**src/rtl/pipe_pkg.sv**
```systemverilog
// Shared definitions for the core's stage registers: state encoding, payload widths, NOP bubble.
// No logic, so no latency. Occupancy is the numeric value of the state.
// Used by pipe_stage_reg with or without PIPE_STAGE_SKID_EN.
package pipe_pkg;

  typedef enum logic [1:0] {
    ST_EMPTY = 2'd0,
    ST_ONE   = 2'd1,
    ST_TWO   = 2'd2
  } stage_state_e;

  localparam stage_state_e ST_FULL = ST_ONE;

  // addi x0, x0, 0
  localparam logic [31:0] NOP_INSTR = 32'h0000_0013;

  localparam int IF_ID_W  = 64;
  localparam int ID_EX_W  = 160;
  localparam int EX_MEM_W = 112;
  localparam int MEM_WB_W = 72;

  typedef struct packed {
    logic [31:0] pc4;
    logic [31:0] instr;
  } if_id_t;

  localparam if_id_t IF_ID_BUBBLE = '{pc4: 32'd0, instr: NOP_INSTR};

endpackage

```
**src/rtl/pipe_skid_entry.sv**
```systemverilog
// One payload register with clear (to CLR_VAL) taking priority over load.
// Latency: one cycle from load to q.
// No handshake of its own; the owning stage decides when to load or clear.
module pipe_skid_entry #(
  parameter int                DATA_W  = 64,
  parameter logic [DATA_W-1:0] CLR_VAL = '0
) (
  input  logic              clk,
  input  logic              rst,
  input  logic              load,
  input  logic              clear,
  input  logic [DATA_W-1:0] d,
  output logic [DATA_W-1:0] q
);

  always_ff @(posedge clk or posedge rst) begin
    if (rst)        q <= CLR_VAL;
    else if (clear) q <= CLR_VAL;
    else if (load)  q <= d;
  end

endmodule

```
**src/rtl/pipe_stage_reg.sv**
```systemverilog
// Valid/ready pipeline stage register with hold and flush; PIPE_STAGE_SKID_EN adds a skid entry.
// Latency: one cycle. Backpressure: base in_ready is combinational from out_ready;
// with the skid entry in_ready depends only on hold and local state.
module pipe_stage_reg
  import pipe_pkg::*;
#(
  parameter int                DATA_W     = 64,
  parameter logic [DATA_W-1:0] BUBBLE_VAL = {DATA_W{1'b0}}
) (
  input  logic              clk,
  input  logic              rst,
  input  logic              in_valid,
  output logic              in_ready,
  input  logic [DATA_W-1:0] in_data,
  output logic              out_valid,
  input  logic              out_ready,
  output logic [DATA_W-1:0] out_data,
  input  logic              hold,
  input  logic              flush,
  output logic [1:0]        occupancy
);

  stage_state_e      state, state_nxt;
  logic              in_xfer, out_xfer;
  logic              head_load, head_clr;
  logic [DATA_W-1:0] head_d, head_q;
`ifdef PIPE_STAGE_SKID_EN
  logic              skid_load, skid_clr;
  logic [DATA_W-1:0] skid_q;
`endif

  assign out_valid = (state != ST_EMPTY) & ~hold;
`ifdef PIPE_STAGE_SKID_EN
  assign in_ready  = ~rst & ~hold & (state != ST_TWO);
`else
  assign in_ready  = ~rst & ~hold & ((state == ST_EMPTY) | out_ready);
`endif
  assign in_xfer   = in_valid & in_ready;
  assign out_xfer  = out_valid & out_ready;
  // While held the head stays visible; only an empty stage shows the bubble.
  assign out_data  = (state == ST_EMPTY) ? BUBBLE_VAL : head_q;
  assign occupancy = 2'(state);

  always_ff @(posedge clk or posedge rst) begin
    if (rst) state <= ST_EMPTY;
    else     state <= state_nxt;
  end

  always_comb begin
    state_nxt = state;
    head_load = 1'b0;
    head_clr  = 1'b0;
    head_d    = in_data;
`ifdef PIPE_STAGE_SKID_EN
    skid_load = 1'b0;
    skid_clr  = 1'b0;
`endif
    if (flush) begin
      state_nxt = ST_EMPTY;
      head_clr  = 1'b1;
`ifdef PIPE_STAGE_SKID_EN
      skid_clr  = 1'b1;
`endif
    end else begin
      case (state)
        ST_EMPTY: begin
          if (in_xfer) begin
            state_nxt = ST_ONE;
            head_load = 1'b1;
          end
        end
        ST_ONE: begin
          if (in_xfer & out_xfer) begin
            head_load = 1'b1;
          end else if (out_xfer) begin
            state_nxt = ST_EMPTY;
`ifdef PIPE_STAGE_SKID_EN
          end else if (in_xfer) begin
            state_nxt = ST_TWO;
            skid_load = 1'b1;
`endif
          end
        end
`ifdef PIPE_STAGE_SKID_EN
        ST_TWO: begin
          if (out_xfer) begin
            state_nxt = ST_ONE;
            head_load = 1'b1;
            head_d    = skid_q;
            skid_clr  = 1'b1;
          end
        end
`endif
        default: state_nxt = ST_EMPTY;
      endcase
    end
  end

  pipe_skid_entry #(.DATA_W(DATA_W), .CLR_VAL(BUBBLE_VAL)) u_head (
    .clk   (clk),
    .rst   (rst),
    .load  (head_load),
    .clear (head_clr),
    .d     (head_d),
    .q     (head_q)
  );

`ifdef PIPE_STAGE_SKID_EN
  pipe_skid_entry #(.DATA_W(DATA_W), .CLR_VAL(BUBBLE_VAL)) u_skid (
    .clk   (clk),
    .rst   (rst),
    .load  (skid_load),
    .clear (skid_clr),
    .d     (in_data),
    .q     (skid_q)
  );
`endif

endmodule

```
**config.mk**
```make
export PLATFORM = sky130hd
export DESIGN_NAME = pipe_stage_reg
export DESIGN_NICKNAME = d
export VERILOG_FILES = /design/src/rtl/pipe_pkg.sv /design/src/rtl/pipe_skid_entry.sv /design/src/rtl/pipe_stage_reg.sv
export SDC_FILE = /design/constraint.sdc
export NUM_CORES = 1
export LEC_CHECK = 0
export CORE_MARGIN = 10
export CORE_UTILIZATION = 45
export CTS_CLUSTER_SIZE = 20
export DETAILED_ROUTE_END_ITERATION = 7
export PLACE_DENSITY = 0.84
export SETUP_SLACK_MARGIN = 0.05
export SYNTH_ARGS = -nofsm -noshare
export SYNTH_HDL_FRONTEND = slang
export SYNTH_SLANG_ARGS = --single-unit
```
**constraint.sdc**
```tcl
create_clock -name clk -period 3 [get_ports clk]
set_clock_uncertainty 0.15 [all_clocks]
set_input_delay 0.75 -clock clk [delete_from_list [all_inputs] [get_ports clk]]
set_output_delay 0.75 -clock clk [all_outputs]
set_load 0.05 [all_outputs]
```
==> metrics, run 1 <==
die width=111.3 µm; Critical Path End Type=primary output; Detail Placement HPWL=6.982 mm; Post-Synthesis Cell Area=3747 µm²; die area=12380 µm²; cell count after synthesis=359; first-pass GRT wire length=15.69 mm; Worst R2R Setup Slack=0.85 ns; Clock Sinks=65; Max Root-Sink Buffers=2; RSZ-0062 raised after global routing=false; slew margin rel.=56.02%; Placed Area=5371 µm²; vias in the first global route=2941; Power Density=334.7 nW/µm²; Hold WS=0.3850 ns; I/O Pins=138; FF+latch count, synth=65; n_diodes=0; outcome=complete, no violations; IO buf count=136; largest net degree at the start of global routing=70; vias per cell=4.769; Pleak=2.387 nW; Max FO, Critical Path=4; Worst Hold Class=flip-flop to flip-flop; non-filler cells in the finished layout=593; Power, Total=1.854 mW; CTS tree=built; Worst Path Arrival=1.90 ns; final wirelength=9.626 mm; syn nets=429; final number of setup-violating endpoints=0; cts repair resizes=0; commonest non-fill, non-tap cell in the layout=nand2b_1; syn_area_per_cell=10.44 µm²; crit share post-route=93.20%; wl on met1=4.289 mm; worst-margin pin slew=0.6587 ns; Setup crit start kind=input pin; global route overflow=0; R2R depth=3; Pre-antenna DRT Iters=4; CTS Hold Bufs=0; Final Hold Vio Count=0; # nets final=553; max incr delay on CP=0.50 ns; Max-cap violations=0; Yosys warnings=0; Worst Hold Depth=2; post-layout utilization of the core=67.74%; chip height=111.3 µm; Core Region=8175 µm²; Starting DRT DRC Count=70; Netlist cell types=16; Slew Limit Fails=0; gr usage total=15.23%; drt wl/cell=16.23 µm; Reg clk slew, reported paths=0.07 ns; CP max-delay cell=clkdlybuf4s50_1; Inst Count DP=577; routability cong.=0.8054; Worst-Skew Late Latency=0.33 ns; share of cells above drive strength 1=19.26%; Design Area, Final=5538 µm²; top sig layer=met4; Fillers=627; CP required=2.10 ns; DR WL met2=4.623 mm; critical path, cell by cell=clkdlybuf4s50_1, a211oi_1, buf_12; critical path class=input pin to primary output; area grow syn2layout=47.78%; fmax=0.3577 GHz; fin crit period=2.796 ns; post-synthesis sequential area ratio=43.41%; most frequent cells in the layout=nand2b_1, clkdlybuf4s50_1, mux2i_1, and2_1, dfrtp_1; Starting Density=45.84%; antenna violations before repair=0; Peak VDD IR=0.2302 mV; Sum Neg Setup Slack=0 ns; DRT antenna net count=0; total CTS buffers=9; final worst slack=0.2041 ns; Setup Buffers After CTS=0; # DRC=0; DR WL met3=666 µm; Placement Setup Slack=0.1884 ns; Rows=33; clock root buffer=clkbuf_8; Vias=2828; Max H-tree Level=3
## per-layer routing
metal,vias to the layer above,track usage [%]
li1,1381,-
met1,1353,19.06
met2,88,24.19
met3,6,5.628
met4,0,3.856
met5,-,0
## flip-flops by register name, indices dropped and copies added (netlist names)
register   count
occupancy      1
u_head.q      64
## synthesized netlist by cell type
master / n / area, µm²
a2111oi_4: 1 / 27.53
a211oi_1: 1 / 7.510
and2_1: 64 / 400.4
buf_12: 5 / 100.1
buf_4: 2 / 15.01
buf_6: 1 / 11.26
clkbuf_1: 21 / 78.83
conb_1: 1 / 3.750
dfrtp_1: 65 / 1627
inv_1: 1 / 3.750
inv_2: 2 / 7.510
mux2i_1: 64 / 640.6
nand2b_1: 128 / 800.8
nor2b_1: 1 / 6.260
o21a_1: 1 / 7.510
o21ba_1: 1 / 10.01
## worst paths after layout
kind,from,end
setup / recovery,hold,in_ready
hold / removal,u_head.q[1],u_head.q[1]
setup reg to reg,occupancy[0],u_head.q[50]
hold reg to reg,u_head.q[1],u_head.q[1]
max in group asynchronous,rst,u_head.q[59]
min in group asynchronous,rst,u_head.q[18]
## final cells by class
type,count,area (µm²),share of cell area (%)
inverter,3,11.26,0.2033
multi-input combinational,262,1904,34.39
clock inverter,6,36.28,0.6552
timing repair buffer,142,1697,30.64
sequential,65,1630,29.44
clock buffer,10,127.6,2.305
tap,105,131.4,2.372
## logic make-up after synthesis
logic type      count (synthesis)  share of synthesized area, %
other cells                     1                        0.1001
simple gates                  193                         32.22
compound gates                  4                         1.403
mux                            64                         17.10
buf+inv                        32                         5.776
flops                          65                         43.41
## power by group
part           internal [mW]  switching (mW)
logic                  0.169           0.125
clock network          0.296           0.335
registers              0.905          0.0241
total                   1.37           0.484
## critical path, delay by kind of cell
family	cells	cell delay, ns
buf+inv	2	0.70
compound gates	1	0.45
Power figures use the tool's default switching activity.
==> run 2, diff against run 1 <==
- PLACE_DENSITY: 0.84 -> not set
- PLACE_DENSITY_LB_ADDON: not set -> 0.1
==> metrics, run 2 (synthesis gave the netlist of run 1 again) <==
outcome=complete, no violations (unchanged); DRT antenna net count=0 (unchanged); share of cells above drive strength 1=18.89% (was 19.26%); Rows=33 (unchanged); post-layout utilization of the core=68.69% (was 67.74%); # DRC=0 (unchanged); global route overflow=0 (unchanged); crit share post-route=95.19% (was 93.20%); Worst Hold Launch=u_head.q[48] (was u_head.q[1]); max incr delay on CP=0.54 ns (was 0.50 ns); critical path, cell by cell=clkdlybuf4s50_1, a211oi_1, buf_12 (unchanged); Most flops, register=u_head.q (unchanged); Critical Path End Type=primary output (unchanged); Sum Neg Setup Slack=0 ns (unchanged); clock root buffer=clkbuf_8 (unchanged); Max FO, Critical Path=4 (unchanged); hold endpoint=u_head.q[48] (was u_head.q[1]); fin crit period=2.856 ns (was 2.796 ns); Starting Density=45.84% (unchanged); Core Region=8175 µm² (unchanged); Starting DRT DRC Count=120 (was 70); Pleak=2.406 nW (was 2.387 nW); commonest non-fill, non-tap cell in the layout=nand2b_1 (unchanged); die width=111.3 µm (unchanged); CP max-delay cell=clkdlybuf4s50_1 (unchanged); Power Density=361.0 nW/µm² (was 334.7 nW/µm²); Worst Hold Class=flip-flop to flip-flop (unchanged); RSZ-0062 raised after global routing=false (unchanged); CTS tree=built (unchanged); gr usage total=15.45% (was 15.23%); IO buf count=136 (unchanged); Max Root-Sink Buffers=2 (unchanged); first-pass GRT wire length=15.93 mm (was 15.69 mm); Peak VDD IR=0.2178 mV (was 0.2302 mV); vias in the first global route=2999 (was 2941); Vias=2786 (was 2828); slew margin rel.=59.57% (was 56.02%); worst r2r src=occupancy[0] (unchanged); Clock Sinks=65 (unchanged); Worst Hold Depth=2 (unchanged); # nets final=552 (was 553); I/O Pins=138 (unchanged); Max H-tree Level=3 (unchanged); fmax=0.3502 GHz (was 0.3577 GHz); routability cong.=0.7344 (was 0.8054); Worst Path Arrival=1.96 ns (was 1.90 ns); reg2reg end=u_head.q[61] (was u_head.q[50]); CP required=2.10 ns (about the same); die area=12380 µm² (unchanged); n_diodes=0 (unchanged); worst-margin pin slew=0.6065 ns (was 0.6587 ns); Slew Limit Fails=0 (unchanged); antenna violations before repair=0 (unchanged); number of flip-flops in the largest register=64 (unchanged); total CTS buffers=9 (unchanged); Final Hold Vio Count=0 (unchanged); Design Area, Final=5615 µm² (was 5538 µm²); final wirelength=9.459 mm (was 9.626 mm); Max-cap violations=0 (unchanged); critical path class=input pin to primary output (unchanged); Reg clk slew, reported paths=0.07 ns (about the same); Placed Area=5401 µm² (was 5371 µm²); largest net degree at the start of global routing=130 (was 70); R2R depth=3 (unchanged); area grow syn2layout=49.85% (was 47.78%); chip height=111.3 µm (unchanged); Worst R2R Setup Slack=0.92 ns (was 0.85 ns); most frequent cells in the layout=nand2b_1, clkdlybuf4s50_1, mux2i_1, and2_1, dfrtp_1 (unchanged); final number of setup-violating endpoints=0 (unchanged); Detail Placement HPWL=6.615 mm (was 6.982 mm); Pre-antenna DRT Iters=4 (unchanged); drt wl/cell=15.98 µm (was 16.23 µm); Worst-Skew Late Latency=0.33 ns (about the same); vias per cell=4.706 (was 4.769); Setup crit start kind=input pin (unchanged)
-- run 2: changes by cell type in the layout (fill, tap and decap cells not counted), sizes merged --
cell,before,now
buf,74,73
bufinv,0,2
clkbuf,10,11
clkinv,5,1
clkinvlp,1,2
-- run 2: what timing repair did --
action / 4_1_cts / 5_1_grt
gates resized for setup: 0 / 1
buffers inserted: 0 / 0
endpoints found under the setup margin: 0 / 1
hold buffers: 0 / 0
-- run 2: cell type report --
cell class                 instances  area, µm²
fill                             635       2560
multi-input combinational        262       1904
timing repair buffer             141       1727
sequential                        65       1630
clock buffer                      11      131.4
tap                              105      131.4
clock inverter                     5      80.08
inverter                           3      11.26
-- run 2: power by group --
group	leakage, nW	total, mW	internal (mW)	switching (mW)
clock network	0.0995	0.804	0.467	0.337
registers	0.892	0.929	0.905	0.0236
logic	1.41	0.294	0.169	0.125
-- run 2: routing by layer --
metal	GRT usage [%]	wire length, µm	vias to the layer above
met3	5.952	735	9
met2	24.85	4506	84
met5	0	0	-
li1	-	-	1371
met4	5.056	123	0
met1	18.49	4094	1322
-- run 2: how the worst max path moves through the flow --
| stage | start | endpoint | slack, ns | cells past startpoint |
|---|---|---|---|---|
| detailed placement | hold | in_ready | 0.12 | 3 |
| global placement | hold | in_ready | 0.20 | 3 |
| global route | hold | in_ready | 0.09 | 3 |
| floorplan | occupancy[0] | in_ready | 0.09 | 2 |
| finish | hold | in_ready | 0.14 | 3 |
| CTS | hold | in_ready | 0.12 | 3 |
-- run 2: worst max-delay path: cells and delay by family --
family,cells,cell delay (ns)
buffers and inverters,2,0.74
AO/OA/AOI/OAI,1,0.47
-- run 2: metrics by stage --
| step | std cells | setup WS, ns | hold slack, ns | total power [mW] |
|---|---|---|---|---|
| 2_1_floorplan | 359 | 0.08724 | 0.3582 | 1.105 |
| 3_3_place_gp | 576 | 0.1975 | 0.3713 | 1.237 |
| 3_5_place_dp | 576 | 0.1220 | 0.3775 | 1.244 |
| 4_1_cts | 592 | 0.1220 | 0.3904 | 2.051 |
| 5_1_grt | 592 | 0.09383 | 0.4035 | 2.125 |
| 6_report | 592 | 0.1444 | 0.3878 | 2.027 |
